`src/rtl/debug_run_ctrl.sv`:
```
// Run-control sequencer for the on-screen debugger: debounced front-panel buttons,
// run/halt/single-step gating of the core clock enable, and an editable PC breakpoint.
module debug_run_ctrl #(
  parameter logic [15:0] DEBOUNCE_CYCLES = 16'd50000,
  parameter logic [15:0] BP_RESET        = 16'h0100,
  parameter logic        START_RUN       = 1'b0
) (
  input  logic        clk,
  input  logic        rst,
  input  logic        btn_run,
  input  logic        btn_step,
  input  logic        btn_bp_en,
  input  logic        btn_digit_sel,
  input  logic        btn_digit_inc,
  input  logic        cpu_fetch,
  input  logic [15:0] cpu_pc,
  output logic        cpu_ce,
  output logic        halted,
  output logic        bp_en,
  output logic        bp_hit,
  output logic [15:0] bp_addr,
  output logic [1:0]  digit_sel
);

  localparam int NB     = 5;
  localparam int B_RUN  = 0;
  localparam int B_STEP = 1;
  localparam int B_BPEN = 2;
  localparam int B_SEL  = 3;
  localparam int B_INC  = 4;

  typedef enum logic [1:0] {S_RUN, S_STEP, S_HALT} state_t;
  localparam state_t RESET_STATE = START_RUN ? S_RUN : S_HALT;

  logic [NB-1:0] btn_raw, sync1, sync2, deb, press;
  logic [15:0]   cnt [NB];

  assign btn_raw = {btn_digit_inc, btn_digit_sel, btn_bp_en, btn_step, btn_run};

  // NOTE: sequential state uses non-blocking (<=) so every register samples
  // pre-edge values regardless of statement order. The counter array is reset
  // too because a stale count would let a pre-reset bounce complete a press.
  always_ff @(posedge clk or negedge rst) begin
    if (!rst) begin
      sync1 <= '0;
      sync2 <= '0;
      deb   <= '0;
      press <= '0;
      for (int i = 0; i < NB; i++) cnt[i] <= '0;
    end else begin
      sync1 <= btn_raw;
      sync2 <= sync1;
      press <= '0;
      for (int i = 0; i < NB; i++) begin
        if (sync2[i] == deb[i]) begin
          cnt[i] <= '0;
        end else if (cnt[i] == DEBOUNCE_CYCLES - 16'd1) begin
          cnt[i]   <= '0;
          deb[i]   <= sync2[i];
          press[i] <= sync2[i];  // only the rising debounced edge is a press
        end else begin
          cnt[i] <= cnt[i] + 16'd1;
        end
      end
    end
  end

  logic run_press, step_press;
  assign run_press  = press[B_RUN];
  assign step_press = press[B_STEP];

  state_t state, state_next;
  logic   skip, skip_next, bp_hit_next;
  logic   addr_match, bp_match, halt_req;

  assign addr_match = bp_en && (cpu_pc == bp_addr);
  assign bp_match   = cpu_fetch && !skip && addr_match;
  assign halt_req   = (state != S_HALT) && cpu_fetch && !skip &&
                      ((state == S_STEP) || addr_match);
  assign cpu_ce     = (state != S_HALT) && !halt_req && !((state == S_RUN) && run_press);

  // NOTE: every always_comb output gets a default first so no path infers a latch.
  always_comb begin
    state_next  = state;
    bp_hit_next = bp_hit;
    skip_next   = skip;
    if (cpu_fetch && cpu_ce) skip_next = 1'b0;
    case (state)
      S_RUN: begin
        if (halt_req || run_press) begin
          state_next  = S_HALT;
          bp_hit_next = bp_match;
        end
      end
      S_STEP: begin
        if (halt_req) begin
          state_next  = S_HALT;
          bp_hit_next = 1'b0;
        end
      end
      S_HALT: begin
        // The parked fetch must not re-trigger the halt we are leaving.
        if (run_press || step_press) begin
          state_next  = run_press ? S_RUN : S_STEP;
          skip_next   = cpu_fetch;
          bp_hit_next = 1'b0;
        end
      end
      default: state_next = S_HALT;
    endcase
  end

  always_ff @(posedge clk or negedge rst) begin
    if (!rst) begin
      state  <= RESET_STATE;
      halted <= !START_RUN;
      bp_hit <= 1'b0;
      skip   <= 1'b0;
    end else begin
      state  <= state_next;
      halted <= (state == S_HALT);
      bp_hit <= bp_hit_next;
      skip   <= skip_next;
    end
  end

  // Breakpoint editing is allowed in any state; nibbles wrap without carry.
  always_ff @(posedge clk or negedge rst) begin
    if (!rst) begin
      bp_en     <= 1'b0;
      bp_addr   <= BP_RESET;
      digit_sel <= 2'd0;
    end else begin
      if (press[B_BPEN]) bp_en <= !bp_en;
      if (press[B_SEL])  digit_sel <= digit_sel + 2'd1;
      if (press[B_INC]) begin
        case (digit_sel)
          2'd0:    bp_addr[15:12] <= bp_addr[15:12] + 4'd1;
          2'd1:    bp_addr[11:8]  <= bp_addr[11:8]  + 4'd1;
          2'd2:    bp_addr[7:4]   <= bp_addr[7:4]   + 4'd1;
          default: bp_addr[3:0]   <= bp_addr[3:0]   + 4'd1;
        endcase
      end
    end
  end

endmodule
```
`config.mk`:
```
export PLATFORM = sky130hd
export DESIGN_NAME = debug_run_ctrl
export DESIGN_NICKNAME = d
export VERILOG_FILES = /design/src/rtl/debug_run_ctrl.sv
export SDC_FILE = /design/constraint.sdc
export NUM_CORES = 1
export LEC_CHECK = 0
export ABC_CLOCK_PERIOD_IN_PS = 3500
export BUFFER_PORTS_ARGS = -buffer_cell sky130_fd_sc_hd__clkbuf_2
export CORE_MARGIN = 2
export CORE_UTILIZATION = 45
export DETAILED_ROUTE_END_ITERATION = 6
export PLACE_DENSITY = 0.61
export REMOVE_ABC_BUFFERS = 1
export SLEW_MARGIN = 20
export SYNTH_ARGS = -nofsm -noshare
export SYNTH_HDL_FRONTEND = slang
export SYNTH_SLANG_ARGS = --single-unit
```
`constraint.sdc`:
```
create_clock -name clk -period 3.5 [get_ports clk]
set_input_delay 0.175 -clock clk [delete_from_list [all_inputs] [get_ports clk]]
set_output_delay 0.175 -clock clk [all_outputs]
set_load 0.01 [all_outputs]
```
# Yosys cells after proc, flatten, opt, wreduce, memory -nomap -nowiden
# Cells that the tools add are included.
[op_classes]
n_addsub = 10
n_eq_ne = 19
muxes = 32
n_bitwise = 6
n_reduce_logical = 32
[op_table]
columns = ["operator", "count"]
rows = [
  ["16-bit 2-to-1 mux", 10],
  ["16-bit by 1-bit adder with 16-bit output (second input constant)", 5],
  ["16-bit == test (second input constant)", 5],
  ["2-bit AND reduction", 9],
  ["1-bit 2-to-1 mux", 17],
  ["4-bit by 1-bit adder with 4-bit output (second input constant)", 4],
  ["16-bit == test", 1],
  ["1-bit logical AND", 10],
  ["2-bit 2-to-1 mux", 3],
  ["2-bit inequality test (second input constant)", 3],
  ["1-bit NOT", 6],
  ["2-bit one-hot mux with 3 select lines", 1],
  ["1-bit == test", 5],
  ["2-bit by 1-bit == test with 1-bit output (second input constant)", 2],
  ["2-bit == test (second input constant)", 2],
  ["1-bit zero test", 4],
  ["2-bit zero test", 2],
  ["4-bit AND reduction", 1],
  ["1-bit logical OR", 3],
  ["1-bit one-hot mux with 3 select lines", 1],
  ["3-bit AND reduction", 1],
  ["3-bit nonzero test", 1],
  ["3-bit OR reduction", 1],
  ["2-bit by 1-bit adder with 2-bit output (second input constant)", 1],
  ["2-bit by 1-bit inequality test with 1-bit output (second input constant)", 1],
]
[word_totals]
register_bits = 124
inputBits = 24
output_inout_bits = 22
word_cells = 122

# Logic depth before layout (Yosys ltp)
[logic_depth]
word_depth = 11
ltp_mapped = 8
mapped_depth_nobuf = 7

# Worst setup path before layout
# OpenSTA, ideal clock, no wires.
[synth_path]
path_type = "reg2reg"
from = "register state[0]"
to = "register state[0]"
setup_time_ns = 0.126
t_arrival_ns = 1.714
t_required_ns = 3.374
path_slack_ns = 1.659
stages_incl_launch_ff = 7
path_buffers = 1
period_less_slack_ns = 1.841
path_cell_list = "dfrtp_1 -> inv_1 -> ha_1 -> buf_2 -> or2_2 -> mux2_2 -> a311o_1"
[synth_via]
elab_chain_len = 7
elab_cells_between_ends = 14
cone_classes = "eq/ne: 6; mux: 1; reduce/logical: 7"
[synth_rtl]
columns = ["item", "line_no", "text"]
rows = [
  ["start: declaration", "72", "state_t state, state_next;"],
  ["start signal: assignment", "120", "state <= state_next;"],
  ["2-bit inequality test", "78", "assign halt_req = (state != S_HALT) && cpu_fetch && !skip &&"],
  ["1-bit logical AND (3 in a row)", "78", ""],
  ["1-bit logical OR", "90", "if (halt_req || run_press) begin"],
  ["2-bit by 1-bit inequality test with 1-bit output (no source line)", "--", ""],
  ["3-bit AND reduction (no source line)", "--", ""],
]
# Parallel ways exist; a longest one is shown, timed or not.
# A chain may end at the register's enable or synchronous reset.

# Final worst setup path
[layout_path]
from = "register bp_addr[0]"
to = "output port cpu_ce"
[layout_via]
elab_chain_len = 7
[layout_rtl]
columns = ["item", "line_no", "text"]
rows = [
  ["start: declaration", "21", "output logic [15:0] bp_addr,"],
  ["start signal: assignment", "141", "default: bp_addr[3:0] <= bp_addr[3:0] + 4'd1;"],
  ["16-bit == test", "76", "assign addr_match = bp_en && (cpu_pc == bp_addr);"],
  ["1-bit logical AND", "76", ""],
  ["1-bit logical OR", "79", "((state == S_STEP) || addr_match);"],
  ["1-bit logical AND", "78", ""],
  ["1-bit zero test", "80", "assign cpu_ce = (state != S_HALT) && !halt_req && !((state == S_RUN) && run_press);"],
  ["1-bit logical AND (2 in a row)", "80", ""],
  ["end: declaration", "17", "output logic cpu_ce,"],
]
# No other way between the ends.

==> results list <==
- In this run the mean area of a mapped cell was 10.5 um^2.
- Initial Utilization: 46.0%
* Num ports: 46
* Hold path startpoint: cpu_fetch
- All-Layer GR Usage: between 15 and 20%
- Number of antenna violations at the first check in global routing: 0
- By area, the combinational part of the netlist is dominated by simple AND/OR/NAND/NOR gates.
- After synthesis, the most frequently instantiated cells are sky130_fd_sc_hd__dfrtp_1 (121), sky130_fd_sc_hd__nor2_1 (92), sky130_fd_sc_hd__xor2_1 (62).
* Total negative slack for setup checks: 0 ns
- EDFF count, synth: 0
* Total of warnings raised by yosys: 0
* Top cell type's share of synthesized area: 52.1%
* Number of filler instances in the final layout: about 1,100
- Peak VDD IR: 0.290 mV
* Chip height: 118 um
- Cell Area, Synth: 5810 um^2
- Count of input and output buffers: 45
- Across the whole layout, storage elements account for 3110 um^2.
- Standard cell core area: 12,600 um^2
* Count of endpoints failing hold in the final timing report: 0
* Post-synthesis compound-gate area fraction: 2.00%
- In this run the register-to-register setup slack is between 1.5 and 2 ns.
* Number of DRC violations after detailed-routing iteration 0: 209
* Sum of overflow across all layers after global routing: 0
* Post-synthesis instance total: 551
* Max_cap viols: 0
- Total inserted antenna cells: 0
- The critical path is of the flop to output port type.
- # H-tree levels: 4
- Counting flops and latches in the post-synthesis netlist gives 124.
- Setup violations remaining at the end of the flow were counted as 0.
- For this block, the routed nets add up to 10,400 um of wire.
* Via count normalized by instance count: just over 5
- At the worst endpoint, the required time is about 3.3 ns.
- The clock drives 124 sinks.
- Counting the buffers created by CTS gives 17.
- Number of cells traversed by the worst hold path: 3
- Number of optimization iterations in the first detailed-route pass: 4
- The tree is rooted in a sky130_fd_sc_hd__clkbuf_16.
* Worst R2R End: state[0]
- After detailed routing, the number of remaining DRC violations is 0.
* Number of pins exceeding their max-slew limit in the final report: 0
- Headroom to the max-slew limit: 48.4%
* Async set-reset flop share out of synthesis: 100%
- Resized cells post-CTS: 0
- Area share of fa/ha/maj cells after synthesis: 3.66%
* Area of the multi-input gates: 2610 um^2
* Mean routed wirelength per cell: 13.1 um
* Beginning of the worst register-to-register path: state[0]
* Worst setup EP type: output port
- The synthesized netlist contains 36 unique library cells.
* Vias in the first global route: 4,018
- Clock Skew: 0.00699 ns
- For this run, the top clock speed supported by timing is about 0.46 GHz.
- TritonCTS built the clock tree.
* Detailed placement HPWL: slightly above 7000 um
* Worst-path clk slew: 0.05 ns
- The congestion estimate from routability-driven global placement came to 0.816.
- Final design area excluding fillers: 6900 um^2
* DIE AREA: roughly 14,000 um^2
* Insertion delay to the later sink of the worst-skew pair: 0.41 ns
- Data on the critical path arrives at its endpoint at 2.01 ns.
* Deepest clock path buffer count: 2
- For hold timing, the worst endpoint is skip.
- Type of the tightest min-delay check: input pin to flop
- Worst setup SP type: flop
- Largest area contributor in the synthesized netlist: sky130_fd_sc_hd__dfrtp_1
- Cells with a size suffix above 1 make up 14.6% of the layout.
* Total number of placement rows: 41
- Area added between synthesis and finish: 18.8%
* Reg2reg path depth: 5
* Transition time of the tightest slew-check pin: 0.774 ns
- For this block, the via count after detailed routing is 4,043.
- Multiplexer fraction of the synthesized cell area: 1.94%
- Placed cell area: 6220 um^2
- Most used standard cell by instance count after synthesis: sky130_fd_sc_hd__dfrtp_1
* Horizontal die dimension: 118 um
- Setup repair after global routing missed its margin: no
* Final net count: 652
- The count of nets left with antenna violations once routing finished came out at 0.
- In this run the worst path has a maximum fanout of 5.
- Post-CTS timing repair inserted 0 buffers for setup.
- Static power due to leakage: 0.00323 uW
- Largest net degree at the start of global routing: 64
- Synth Area in XOR/XNOR: around 15%
- The flow ran to the end, and the final reports show no timing, DRC or antenna violations.
* Global-route wire length before repair: 18,100 um
- After layout, the worst path uses approximately 63% of the clock period.
- For this run, the leading register cell type out of synthesis is sky130_fd_sc_hd__dfrtp_1.
- P per Cell Area: 523 nW/um^2
- Dominant cells by area after synthesis: sky130_fd_sc_hd__dfrtp_1 (52%), sky130_fd_sc_hd__xor2_1 (9.3%), sky130_fd_sc_hd__nor2_1 (5.9%), sky130_fd_sc_hd__xnor2_1 (5.9%), sky130_fd_sc_hd__ha_1 (3.7%)
- Sequential-to-total area share from yosys stat: 53.5%
- After Yosys synthesis, and, or, nand and nor cells account for between 20 and 25% of the synthesized area.
- The routed design could run at a clock period as short as 2.19 ns.
* Quantity of hold-fixing buffers added after cts: 6
==> how the worst max path moves through the flow <==
stage | endpoint | cells past startpoint | start | slack [ns]
6_report | cpu_ce | 6 | bp_addr[0] | 1.31
3_3_place_gp | state[0] | 5 | state[0] | 1.65
4_1_cts | cpu_ce | 6 | bp_addr[0] | 1.28
5_1_grt | cpu_ce | 6 | bp_addr[0] | 1.17
3_5_place_dp | state[0] | 5 | state[0] | 1.57
2_1_floorplan | state[0] | 5 | state[0] | 1.71
==> critical path, stage by stage, from the launching register on <==
cell	delay [ns]
sky130_fd_sc_hd__dfrtp_1	0.44
sky130_fd_sc_hd__xor2_1	0.18
sky130_fd_sc_hd__nor4_1	0.30
sky130_fd_sc_hd__and3_1	0.28
sky130_fd_sc_hd__a21oi_1	0.10
sky130_fd_sc_hd__o21a_1	0.19
sky130_fd_sc_hd__clkbuf_2	0.12
==> cells in the final DEF (no fill, tap or decap), types with 3 or more instances in the layout <==
cell / synthesis / final
sky130_fd_sc_hd__and3_1: 21 / 21
sky130_fd_sc_hd__nor4b_1: 4 / 4
sky130_fd_sc_hd__nand4_1: 21 / 21
sky130_fd_sc_hd__clkbuf_1: 5 / 4
sky130_fd_sc_hd__nor4_1: 3 / 3
sky130_fd_sc_hd__a21oi_1: 6 / 6
sky130_fd_sc_hd__dlygate4sd3_1: 0 / 6
sky130_fd_sc_hd__o21ai_0: 4 / 4
sky130_fd_sc_hd__xor2_1: 62 / 62
sky130_fd_sc_hd__inv_1: 13 / 13
sky130_fd_sc_hd__xnor2_1: 39 / 39
sky130_fd_sc_hd__ha_1: 17 / 17
sky130_fd_sc_hd__nor2b_1: 3 / 3
sky130_fd_sc_hd__and4_1: 9 / 9
sky130_fd_sc_hd__bufinv_16: 0 / 3
sky130_fd_sc_hd__nor3_1: 17 / 17
sky130_fd_sc_hd__clkbuf_8: 0 / 5
sky130_fd_sc_hd__clkbuf_2: 0 / 44
sky130_fd_sc_hd__nand3_1: 33 / 33
sky130_fd_sc_hd__nand2_1: 37 / 37
sky130_fd_sc_hd__nor2_1: 92 / 92
sky130_fd_sc_hd__nor3b_1: 5 / 5
sky130_fd_sc_hd__and2_1: 3 / 3
sky130_fd_sc_hd__dfstp_2: 3 / 3
sky130_fd_sc_hd__dfrtp_1: 121 / 121
sky130_fd_sc_hd__nand2b_1: 3 / 3
sky130_fd_sc_hd__clkbuf_16: 0 / 17
sky130_fd_sc_hd__mux2_2: 10 / 10
==> power by group <==
part	switching [uW]	leakage (uW)	internal (uW)
clock	586	0.000301	1210
combinational	173	0.00124	124
sequential	31.3	0.00168	1480
==> registers in the layout, summed over array words and instances, names as in the netlist, 2 cells and up <==
register and flops:
cnt 80, state 2, press 5, sync2 5
digit_sel 2, deb 5, sync1 5, bp_addr 16
==> layer usage <==
metal  track usage (%)  vias up  part of all wire, %  wire (um)
li1                  -     1983                    -          -
met3              4.65       14                  4.4        458
met5                 0        -                    0          0
met4              6.93        0                  1.6        162
met1              20.9     1958                   49       5060
met2              25.2       88                   46       4750
==> cell families after synthesis <==
logic type,count (synthesis)
buf+inv,24
mux,10
compound gates,18
flops,124
xor+xnor,101
simple gates,257
fa+ha+maj,17
==> metrics by stage <==
step,hold slack (ns),total power [uW],util (%),cells,worst slack (ns)
floorplan,-0.121,1720,-,540,1.71
global placement,0.284,1820,49.3,758,1.65
detailed placement,0.286,1830,49.3,758,1.57
CTS,0.0319,3650,54.7,796,1.28
global route,0.0413,3760,54.7,796,1.17
finish,0.0440,3610,54.7,796,1.31
==> final cells by class <==
class	count	area share, %
repair buffers	52	4.46
multi-input cells	403	37.8
inverters	13	0.707
flip-flops and latches	124	45.0
clock inverters	6	1.56
clock buffers	26	7.38
well taps	172	3.12
Power figures use the tool's default switching activity.
